===== src/rtl/vedic_pkg.sv =====
// Shared definitions for the sequential shift-add multiplier controller:
// state encoding and a constant-foldable clog2 for sizing the cycle counter.
package vedic_pkg;

    // Controller state encoding; the fourth code is unused and recovers to IDLE.
    localparam logic [1:0] ST_IDLE = 2'd0;
    localparam logic [1:0] ST_RUN  = 2'd1;
    localparam logic [1:0] ST_DONE = 2'd2;

    // Ceiling log2, usable in parameter context.
    function automatic int clog2(input int value);
        int res;
        int x;
        res = 0;
        x   = value - 1;
        while (x > 0) begin
            res = res + 1;
            x   = x >> 1;
        end
        return res;
    endfunction

endpackage


===== src/rtl/vedic_seq_mult_ctrl.sv =====
// Sequential shift-add multiplier controller. Feeds an external N-bit adder
// once per cycle and folds its Sum/Cout back into a 2N-bit product register,
// so exact and approximate adders can be swapped without touching this block.
module vedic_seq_mult_ctrl
    import vedic_pkg::*;
#(
    parameter int N = 8
) (
    input  logic             clk,
    input  logic             rst_n,
    input  logic             in_valid,
    output logic             in_ready,
    input  logic [N-1:0]     in_a,
    input  logic [N-1:0]     in_b,
    output logic             out_valid,
    input  logic             out_ready,
    output logic [2*N-1:0]   out_p,
    output logic [N-1:0]     add_a,
    output logic [N-1:0]     add_b,
    output logic             add_cin,
    input  logic [N-1:0]     add_sum,
    input  logic             add_cout
);

    localparam int CW = clog2(N + 1);
    localparam logic [CW-1:0] LAST_CNT = CW'(N - 1);

    logic [1:0]     state_q, state_d;
    logic [N-1:0]   a_q, a_d;
    logic [2*N-1:0] p_q, p_d;
    logic [CW-1:0]  cnt_q, cnt_d;

    logic [N-1:0]   hi;
    logic [N-1:0]   lo;
    logic           st_idle, st_run, st_done;

    assign hi      = p_q[2*N-1:N];
    assign lo      = p_q[N-1:0];
    assign st_idle = (state_q == ST_IDLE);
    assign st_run  = (state_q == ST_RUN);
    assign st_done = (state_q == ST_DONE);

    // Handshake and adder drive; adder inputs are held at zero outside RUN
    // so the attached adder only toggles while a product is being built.
    always_comb begin
        in_ready  = st_idle;
        out_valid = st_done;
        out_p     = st_done ? p_q : '0;
        add_a     = st_run ? hi : '0;
        add_b     = (st_run && lo[0]) ? a_q : '0;
        add_cin   = 1'b0;
    end

    // Next-state: capture on accept, shift-add for N cycles, hold until taken.
    always_comb begin
        state_d = state_q;
        a_d     = a_q;
        p_d     = p_q;
        cnt_d   = cnt_q;
        case (state_q)
            ST_IDLE: begin
                if (in_valid) begin
                    a_d     = in_a;
                    p_d     = {{N{1'b0}}, in_b};
                    cnt_d   = '0;
                    state_d = ST_RUN;
                end
            end
            ST_RUN: begin
                // Adder result becomes the new high half; multiplier bits
                // shift out of the low half as product bits shift in.
                p_d   = {add_cout, add_sum, lo[N-1:1]};
                cnt_d = cnt_q + 1'b1;
                if (cnt_q == LAST_CNT) begin
                    state_d = ST_DONE;
                end
            end
            ST_DONE: begin
                // A coincident in_valid is deliberately not taken here; the
                // source holds it and it is accepted in the following IDLE.
                if (out_ready) begin
                    state_d = ST_IDLE;
                end
            end
            default: begin
                state_d = ST_IDLE;
            end
        endcase
    end

    // State registers, asynchronously cleared; a reset mid-operation
    // discards the partial product.
    always_ff @(posedge clk or negedge rst_n) begin
        if (!rst_n) begin
            state_q <= ST_IDLE;
            a_q     <= '0;
            p_q     <= '0;
            cnt_q   <= '0;
        end else begin
            state_q <= state_d;
            a_q     <= a_d;
            p_q     <= p_d;
            cnt_q   <= cnt_d;
        end
    end

endmodule


===== config.mk =====
export PLATFORM = sky130hd
export DESIGN_NAME = vedic_seq_mult_ctrl
export DESIGN_NICKNAME = d
export VERILOG_FILES = /design/src/rtl/vedic_pkg.sv /design/src/rtl/vedic_seq_mult_ctrl.sv
export SDC_FILE = /design/constraint.sdc
export NUM_CORES = 1
export LEC_CHECK = 0
export CORE_MARGIN = 2
export CORE_UTILIZATION = 39
export CTS_CLUSTER_DIAMETER = 60
export CTS_CLUSTER_SIZE = 28
export DETAILED_ROUTE_END_ITERATION = 10
export PLACE_DENSITY = 0.78
export SLEW_MARGIN = 20
export SYNTH_ARGS = -nofsm -noshare
export SYNTH_HDL_FRONTEND = slang
export SYNTH_SLANG_ARGS = --single-unit

===== constraint.sdc =====
create_clock -name clk -period 1.55 [get_ports clk]
set_clock_uncertainty 0.2 [all_clocks]
set_input_delay 0.3875 -clock clk [delete_from_list [all_inputs] [get_ports clk]]
set_output_delay 0.3875 -clock clk [all_outputs]
set_load 0.01 [all_outputs]

== After elaboration in Yosys (flattened, before gate mapping) ==
Cells that the tools add are included.

* Register bits: 30
* Latch bits: 0
* RAM bits: 0
* Memory bits (read-only): 0
* Input port bits: 29
* Output and inout port bits: 35
* Memories kept: 0

* Add/sub/neg operators: 1
* Multipliers: 0
* Divide/modulo/power cells: 0
* $lt $le $gt $ge: 0
* Eq/ne operators: 6
* Shift operators: 0
* Muxes and demuxes: 11
* Bitwise logic cells: 0
* Reduce and logical (&&, ||, !) cells: 6

{| class="wikitable"
|+ Operators with widths
! cell !! number
|-
| two-way mux 16 bit || 2
|-
| case mux 16 bit (2 select lines) || 1
|-
| two-way mux 8 bit || 2
|-
| case mux 4 bit (2 select lines) || 1
|-
| two-way mux 2 bit || 3
|-
| case mux 2 bit (3 select lines) || 1
|-
| adder 4 x 1 -> 4 bit (second input constant) || 1
|-
| equality test 4 x 3 -> 1 bit (second input constant) || 1
|-
| two-way mux 4 bit || 1
|-
| inequality test 2 bit (second input constant) || 2
|-
| AND reduction 2 bit || 2
|-
| AND reduction 3 bit || 1
|-
| equality test 2 x 1 -> 1 bit (second input constant) || 1
|-
| equality test 2 bit (second input constant) || 1
|-
| zero test 2 bit || 1
|-
| inequality test 2 x 1 -> 1 bit (second input constant) || 1
|-
| nonzero test 2 bit || 1
|-
| logical AND 1 bit || 1
|}

== Logic depth before layout (Yosys ltp) ==
Gate-level depths: netlist of run 1.

* Depth after elaboration: 3
* Depth in mapped cells: 5
* Gate-level depth less buffers: 4

== Worst setup path after synthesis of run 1 ==
No wires, ideal clock.

* Kind: reg2out
* Start point: register state_q[1]
* End point: output port add_b[0]
* Arrival time: 1.113 ns
* Path slack: -0.151 ns
* Cell stages (with the launch flop): 4
* Cell sequence: dfrtp_1 and2b_1 clkbuf_1 and3_1

* Word-level cells in the longest chain between the ends: 3

{| class="wikitable"
|+ Ends and longest elaborated chain
! item !! RTL line !! RTL
|-
| start: declaration || vedic_seq_mult_ctrl.sv:28 || <nowiki>logic [1:0] state_q, state_d;</nowiki>
|-
| start signal: assignment || vedic_seq_mult_ctrl.sv:100 || <nowiki>state_q <= state_d;</nowiki>
|-
| equality test 2 x 1 -> 1 bit || vedic_seq_mult_ctrl.sv:40 || <nowiki>assign st_run = (state_q == ST_RUN);</nowiki>
|-
| logical AND 1 bit || vedic_seq_mult_ctrl.sv:50 || <nowiki>add_b = (st_run && lo[0]) ? a_q : '0;</nowiki>
|-
| two-way mux 8 bit || vedic_seq_mult_ctrl.sv:50 ||
|-
| end: declaration || vedic_seq_mult_ctrl.sv:19 || <nowiki>output logic [N-1:0] add_b,</nowiki>
|}

No other way between the ends.

== Worst setup path in the final report of run 1 ==
* Start point: register state_q[1]
* End point: output port add_a[0]

* Word-level cells in the longest chain between the ends: 2

{| class="wikitable"
|+ Ends and longest elaborated chain
! item !! RTL line !! RTL
|-
| equality test 2 x 1 -> 1 bit || vedic_seq_mult_ctrl.sv:40 ||
|-
| two-way mux 8 bit || vedic_seq_mult_ctrl.sv:49 || <nowiki>add_a = st_run ? hi : '0;</nowiki>
|-
| end: declaration || vedic_seq_mult_ctrl.sv:18 || <nowiki>output logic [N-1:0] add_a,</nowiki>
|}

No other way between the ends.

==> impl_metrics.ini, run 1 <==
[status]
outcome = finished with violations
violations = setup timing

[layout]
multiInputGateArea_um2 = 916
n_antenna_cell = 0
drive_gt1_share_pct = 49.1
register_area_um2 = 751
synthToLayoutAreaGrowth_pct = 83.3
layout.cells.most_common_list = 30 x dfrtp_1, 30 x buf_6, 28 x clkdlybuf4s50_1, 25 x buf_4, 23 x nand2_1
stdcell_area_mm2 = 0.00288
finalNonFillerCells = 317
finalNetCount = 296
n_fill_cell = 275

[route]
vias_per_cell = 5.04
ant_nets = 0
firstDrtPassIters = 4
vias = 1597
drt_wl_total_um = 4930
drtIter0Drc = 80
wl_per_cell_um = 15.5
drc = 0

[timing]
max_freq_mhz = 496
post-route-period-util_pct = 130
maxSlewViolCount = 0
hold_slack_ps = 271
layout_setup_ws_ps = -465
finalSetupViolations = 54
hold_violations = 0
fin_crit_ps = 2010
rsz0062_at_grt = yes
finalSetupTns_ps = -18610

[clock_tree]
cts_buffer_depth = 2
root_buffer = clkbuf_8
clk_pin_slew_ps = 70
cts_made_buffers = 5
cts_tree = yes
cts.sinks = 30
insertion_delay_ps = 280
htree_levels = 2

[yosys]
ys.warnings.count = 0
ys_seq_area_share_pct = 47.8
synth-seq-cells = 30
synth_cell_types = 28
syn_area_per_cell_um2 = 9.63
synthesis.area_mm2 = 0.00157
synthCells = 163
syn_nets = 193

[floorplanning]
placementRows = 23
die_area_mm2 = 0.00455
initial_core_util_pct = 39.8
die_w_um = 67.4
core_mm2 = 0.00394
fp.dieH_um = 67.4
io_pins = 64

[global_routing]
grt_max_degree = 31
antenna_found_initial = 0
grt_usage_pct = 23.5
grt_pass1_vias = 1623
grt_pass1_wl_um = 7690
overflow = 0

[critical_path]
worstPathRequired_ps = 960
path_cells = and2b_4, buf_6, buf_6, and2_4, buf_6
start_kind = flop
critPathMaxStageDelay_ps = 400
r2r_start = state_q[0]$_DFFE_PN0P_
endpoint_kind = output pin
cp_top_family = simple AND/OR/NAND/NOR gates
crit_start = state_q[1]$_DFFE_PN0P_
critPathMaxFanout = 6
critPathBufInv = 3
critPathKind = reg -> out
crit_top_cell = buf_6
rrSetupSlack_ps = -320
cpMaxStageDelayCell = dfrtp_1
crit_arrival_ps = 1430

[hold_path]
min_path_type = in -> async

[place]
gp_congestion = 0.807
dp.final_hpwl_um = 2820
place_area_mm2 = 0.00248
io_buffers = 62
placed_cells = 291

[run]
max_cap_violations = 0

[power_and_ir_drop]
ir_worst_vdd_uv = 1020
p_leak_nw = 1.38
cellPowerDensity_mw_per_mm2 = 1830
-- layout make-up --
type	count	share of cell area, %
sequential	30	26.1
clock buffer	7	3.00
inverter	1	0.131
clock inverter	1	0.174
tap	50	2.18
timing repair buffer	107	36.6
multi-input combinational	121	31.9
-- per-layer routing --
metal,GRT usage (%),vias up,part of all wire [%]
li1,-,756,-
met1,27.5,772,39
met2,40.3,61,53
met3,5.50,8,6.1
met4,11.2,0,1.8
met5,0,-,0
-- sequential cells by signal, summed over array words and instances, names as in the netlist --
signal   flops
a_q          8
cnt_q        4
p_q         16
state_q      2
-- path summary, 6_finish.rpt --
check / cells past startpoint / end
setup / recovery: 5 / add_a[0]
hold / removal: 2 / cnt_q[3]$_DFFE_PN0P_
setup reg to reg: 7 / a_q[2]$_DFFE_PN0P_
hold reg to reg: 1 / a_q[0]$_DFFE_PN0P_
max in group asynchronous: 2 / p_q[13]$_DFFE_PN0P_
min in group clk: 1 / a_q[0]$_DFFE_PN0P_
-- through the flow --
stage	power (mW)	setup slack [ps]	utilization [%]
2_1_floorplan	2.67	-51.3	-
3_3_place_gp	3.66	-495	63.0
3_5_place_dp	3.74	-555	63.0
4_1_cts	5.12	-466	71.6
5_1_grt	5.60	-532	72.9
6_report	5.27	-465	72.9
-- synth_stat cells (all sizes together) --
| master | n | share of area, % |
|---|---|---|
| and3b | 2 | 1.1 |
| a21oi | 8 | 2.6 |
| nand2 | 23 | 5.5 |
| and2b | 8 | 3.8 |
| nand3 | 1 | 0.32 |
| nor2 | 2 | 0.48 |
| and2 | 24 | 9.6 |
| and3 | 8 | 3.2 |
| clkbuf | 4 | 0.96 |
| o21ai | 19 | 6.1 |
| nor2b | 2 | 1.3 |
| o22ai | 1 | 0.40 |
| o21bai | 1 | 0.48 |
| mux2 | 9 | 6.5 |
| nand2b | 2 | 0.80 |
| a22oi | 6 | 2.9 |
| ha | 1 | 0.80 |
| buf | 7 | 3.3 |
| a22o | 1 | 0.56 |
| inv | 1 | 0.24 |
| dfrtp | 30 | 48 |
| conb | 1 | 0.24 |
| xor2 | 1 | 0.56 |
| o32ai | 1 | 0.56 |
-- timing repair --
| action | CTS | global route |
|---|---|---|
| buffers inserted | 13 | 4 |
| endpoints found under the setup margin | 53 | 64 |
| hold buffers | 0 | 0 |
| gates resized for setup | 200 | 12 |
| endpoints found under the hold margin | 0 | 0 |
| pin swaps | 11 | 1 |
| cloned | 4 | 0 |
-- power breakdown --
part           internal, mW  total [mW]  switching [mW]
combinational          1.91        3.15            1.24
sequential             1.16        1.46           0.299
clock                 0.358       0.653           0.295
total                  3.43        5.27            1.83
-- cell families (layout without fill, tap and decap cells) --
| kind of cell | after synthesis | after routing | share of synthesized area, % |
|---|---|---|---|
| adder cells (fa/ha/maj) | 1 | 1 | 0.797 |
| AO/OA/AOI/OAI | 37 | 37 | 13.5 |
| other | 1 | 1 | 0.239 |
| XOR/XNOR | 1 | 1 | 0.558 |
| buffers and inverters | 12 | 116 | 4.54 |
| flip-flops | 30 | 30 | 47.8 |
| multiplexers | 9 | 9 | 6.46 |
| AND/OR/NAND/NOR | 72 | 72 | 26.1 |
(Power assumes the default switching activity.)
==> run 2: changes to the inputs <==
--- a/config.mk
+++ b/config.mk
@@ -5,12 +5,15 @@
 export SDC_FILE = /design/constraint.sdc
 export NUM_CORES = 1
 export LEC_CHECK = 0
+export CELL_PAD_IN_SITES_DETAIL_PLACEMENT = 1
+export CELL_PAD_IN_SITES_GLOBAL_PLACEMENT = 1
 export CORE_MARGIN = 2
-export CORE_UTILIZATION = 39
+export CORE_UTILIZATION = 28
 export CTS_CLUSTER_DIAMETER = 60
 export CTS_CLUSTER_SIZE = 28
 export DETAILED_ROUTE_END_ITERATION = 10
-export PLACE_DENSITY = 0.78
+export PLACE_DENSITY = 0.76
+export SKIP_CTS_REPAIR_TIMING = 1
 export SLEW_MARGIN = 20
 export SYNTH_ARGS = -nofsm -noshare
 export SYNTH_HDL_FRONTEND = slang
==> run 2 against run 1 <==
Net effect:
- the flow still finishes with violations (setup timing)
- global-route usage shrank 8.4 points
- non-clock buffer count fell by 7
- setup slack lost 3.3 ps
- clock power decreased by 2%
- combinational power fell by 13%
- critical path depth is the same
- clock-buffer cell count is 1 lower
- sequential power is essentially flat
- largest power group unchanged
- highest routed layer unchanged
==> impl_metrics.ini, run 2 (synthesis results as in run 1) <==
[status]
violations = setup timing
outcome = finished with violations

[layout]
regMostFlops = p_q
layout.cells.most_common_list = 30 x dfrtp_1, 28 x clkdlybuf4s50_1, 25 x buf_4, 23 x nand2_1
finalNetCount = 289
final_common_cell = dfrtp_1
stdcell_area_mm2 = 0.00271
drive_gt1_share_pct = 43.4
synthToLayoutAreaGrowth_pct = 72.6
largest_reg_flops = 16
finalNonFillerCells = 330
largest_registers = p_q x16, a_q x8, cnt_q x4
n_antenna_cell = 0

[route]
drt_wl_total_um = 4960
ant_nets = 0
firstDrtPassIters = 4
vias = 1553
drtIter0Drc = 70
wl_per_cell_um = 15.0
drc = 0
vias_per_cell = 4.71

[hold_path]
min_path_type = in -> async

[floorplanning]
io_pins = 64
initial_core_util_pct = 28.7
placementRows = 27
fp.dieH_um = 78.9
die_area_mm2 = 0.00622
core_mm2 = 0.00547
die_w_um = 78.9

[place]
io_buffers = 62
placed_cells = 313
gp_congestion = 0.764
dp.final_hpwl_um = 3240
place_area_mm2 = 0.00252

[power_and_ir_drop]
swShare_pct = 34.5
cellPowerDensity_mw_per_mm2 = 1780
p_leak_nw = 1.32
clkPwrFrac_pct = 13.3
ir_worst_vdd_uv = 742
power.total_mw = 4.82
seqPwrFrac_pct = 29.7
internal_power_mw = 3.16
power_frac_comb_pct = 57.0
p_sw_mw = 1.67

[critical_path]
crit_top_cell = buf_6
worstPathRequired_ps = 960
r2r_start = state_q[1]$_DFFE_PN0P_
crit_arrival_ps = 1430
r2r_cells = 6
critPathMaxStageDelay_ps = 390
cpMaxStageDelayCell = dfrtp_1
rr_endpoint = a_q[0]$_DFFE_PN0P_
endpoint_kind = output pin
path_cells = and2b_2, buf_6, buf_12, and2_4, buf_6
start_kind = flop
critPathKind = reg -> out
critPathMaxFanout = 5
rrSetupSlack_ps = -180

[clock_tree]
cts_buffer_depth = 2
cts_made_buffers = 5
root_buffer = clkbuf_8
insertion_delay_ps = 290
clk_pin_slew_ps = 70
cts.sinks = 30
cts_tree = yes
htree_levels = 2

[global_routing]
grt_pass1_wl_um = 7260
grt_pass1_vias = 1561
overflow = 0
grt_usage_pct = 15.1
antenna_found_initial = 0
grt_max_degree = 31

[run]
max_cap_violations = 0

[timing]
post-route-period-util_pct = 130
fin_crit_ps = 2020
rsz0062_at_grt = yes
hold_violations = 0
maxSlewViolCount = 0
layout_setup_ws_ps = -468
hold_slack_ps = 261
finalSetupViolations = 43
max_freq_mhz = 496
-- run 2: per-stage QoR --
stage | utilization [%] | setup TNS (ps) | setup WS (ps)
floorplan | - | -768 | -51.3
global placement | 46.1 | -25840 | -535
detailed placement | 46.1 | -27130 | -612
CTS | 47.6 | -30340 | -933
global route | 49.5 | -19190 | -526
finish | 49.5 | -15480 | -468
-- run 2: worst max-delay path by stage --
stage,from,end,depth (start not counted)
global route,state_q[0]$_DFFE_PN0P_,add_a[4],5
global placement,state_q[1]$_DFFE_PN0P_,out_p[0],5
finish,state_q[0]$_DFFE_PN0P_,add_a[6],5
floorplan,state_q[1]$_DFFE_PN0P_,add_b[0],3
detailed placement,state_q[1]$_DFFE_PN0P_,out_p[14],5
CTS,state_q[1]$_DFFE_PN0P_,out_p[14],5
-- run 2: layout make-up --
type                    count  area (µm²)
inverters                   1        3.75
fillers                   664        2770
clock buffers               6        82.6
well taps                  72        90.1
flip-flops and latches     30         751
multi-input cells         121         875
repair buffers            100         906
-- run 2: per-layer routing --
metal	GRT usage, %	routed length, µm	vias to the layer above
met5	0	0	-
met4	4.66	46	0
met3	4.55	287	5
met2	26.3	2530	52
met1	17.8	2090	757
li1	-	-	739
-- run 2: worst max-delay path, delay by kind of cell, from the launching register on --
family / cells / cell delay [ps]
flops: 1 / 390
simple gates: 2 / 380
buf+inv: 3 / 380
-- run 2: power groups by stage --
| stage | Clock (mW) | Sequential, mW | Combinational (mW) |
|---|---|---|---|
| floorplan | 0 | 1.38 | 1.29 |
| global placement | 0 | 1.42 | 2.30 |
| detailed placement | 0 | 1.44 | 2.36 |
| CTS | 0.647 | 1.43 | 2.37 |
| global route | 0.683 | 1.49 | 2.99 |
| finish | 0.643 | 1.43 | 2.75 |
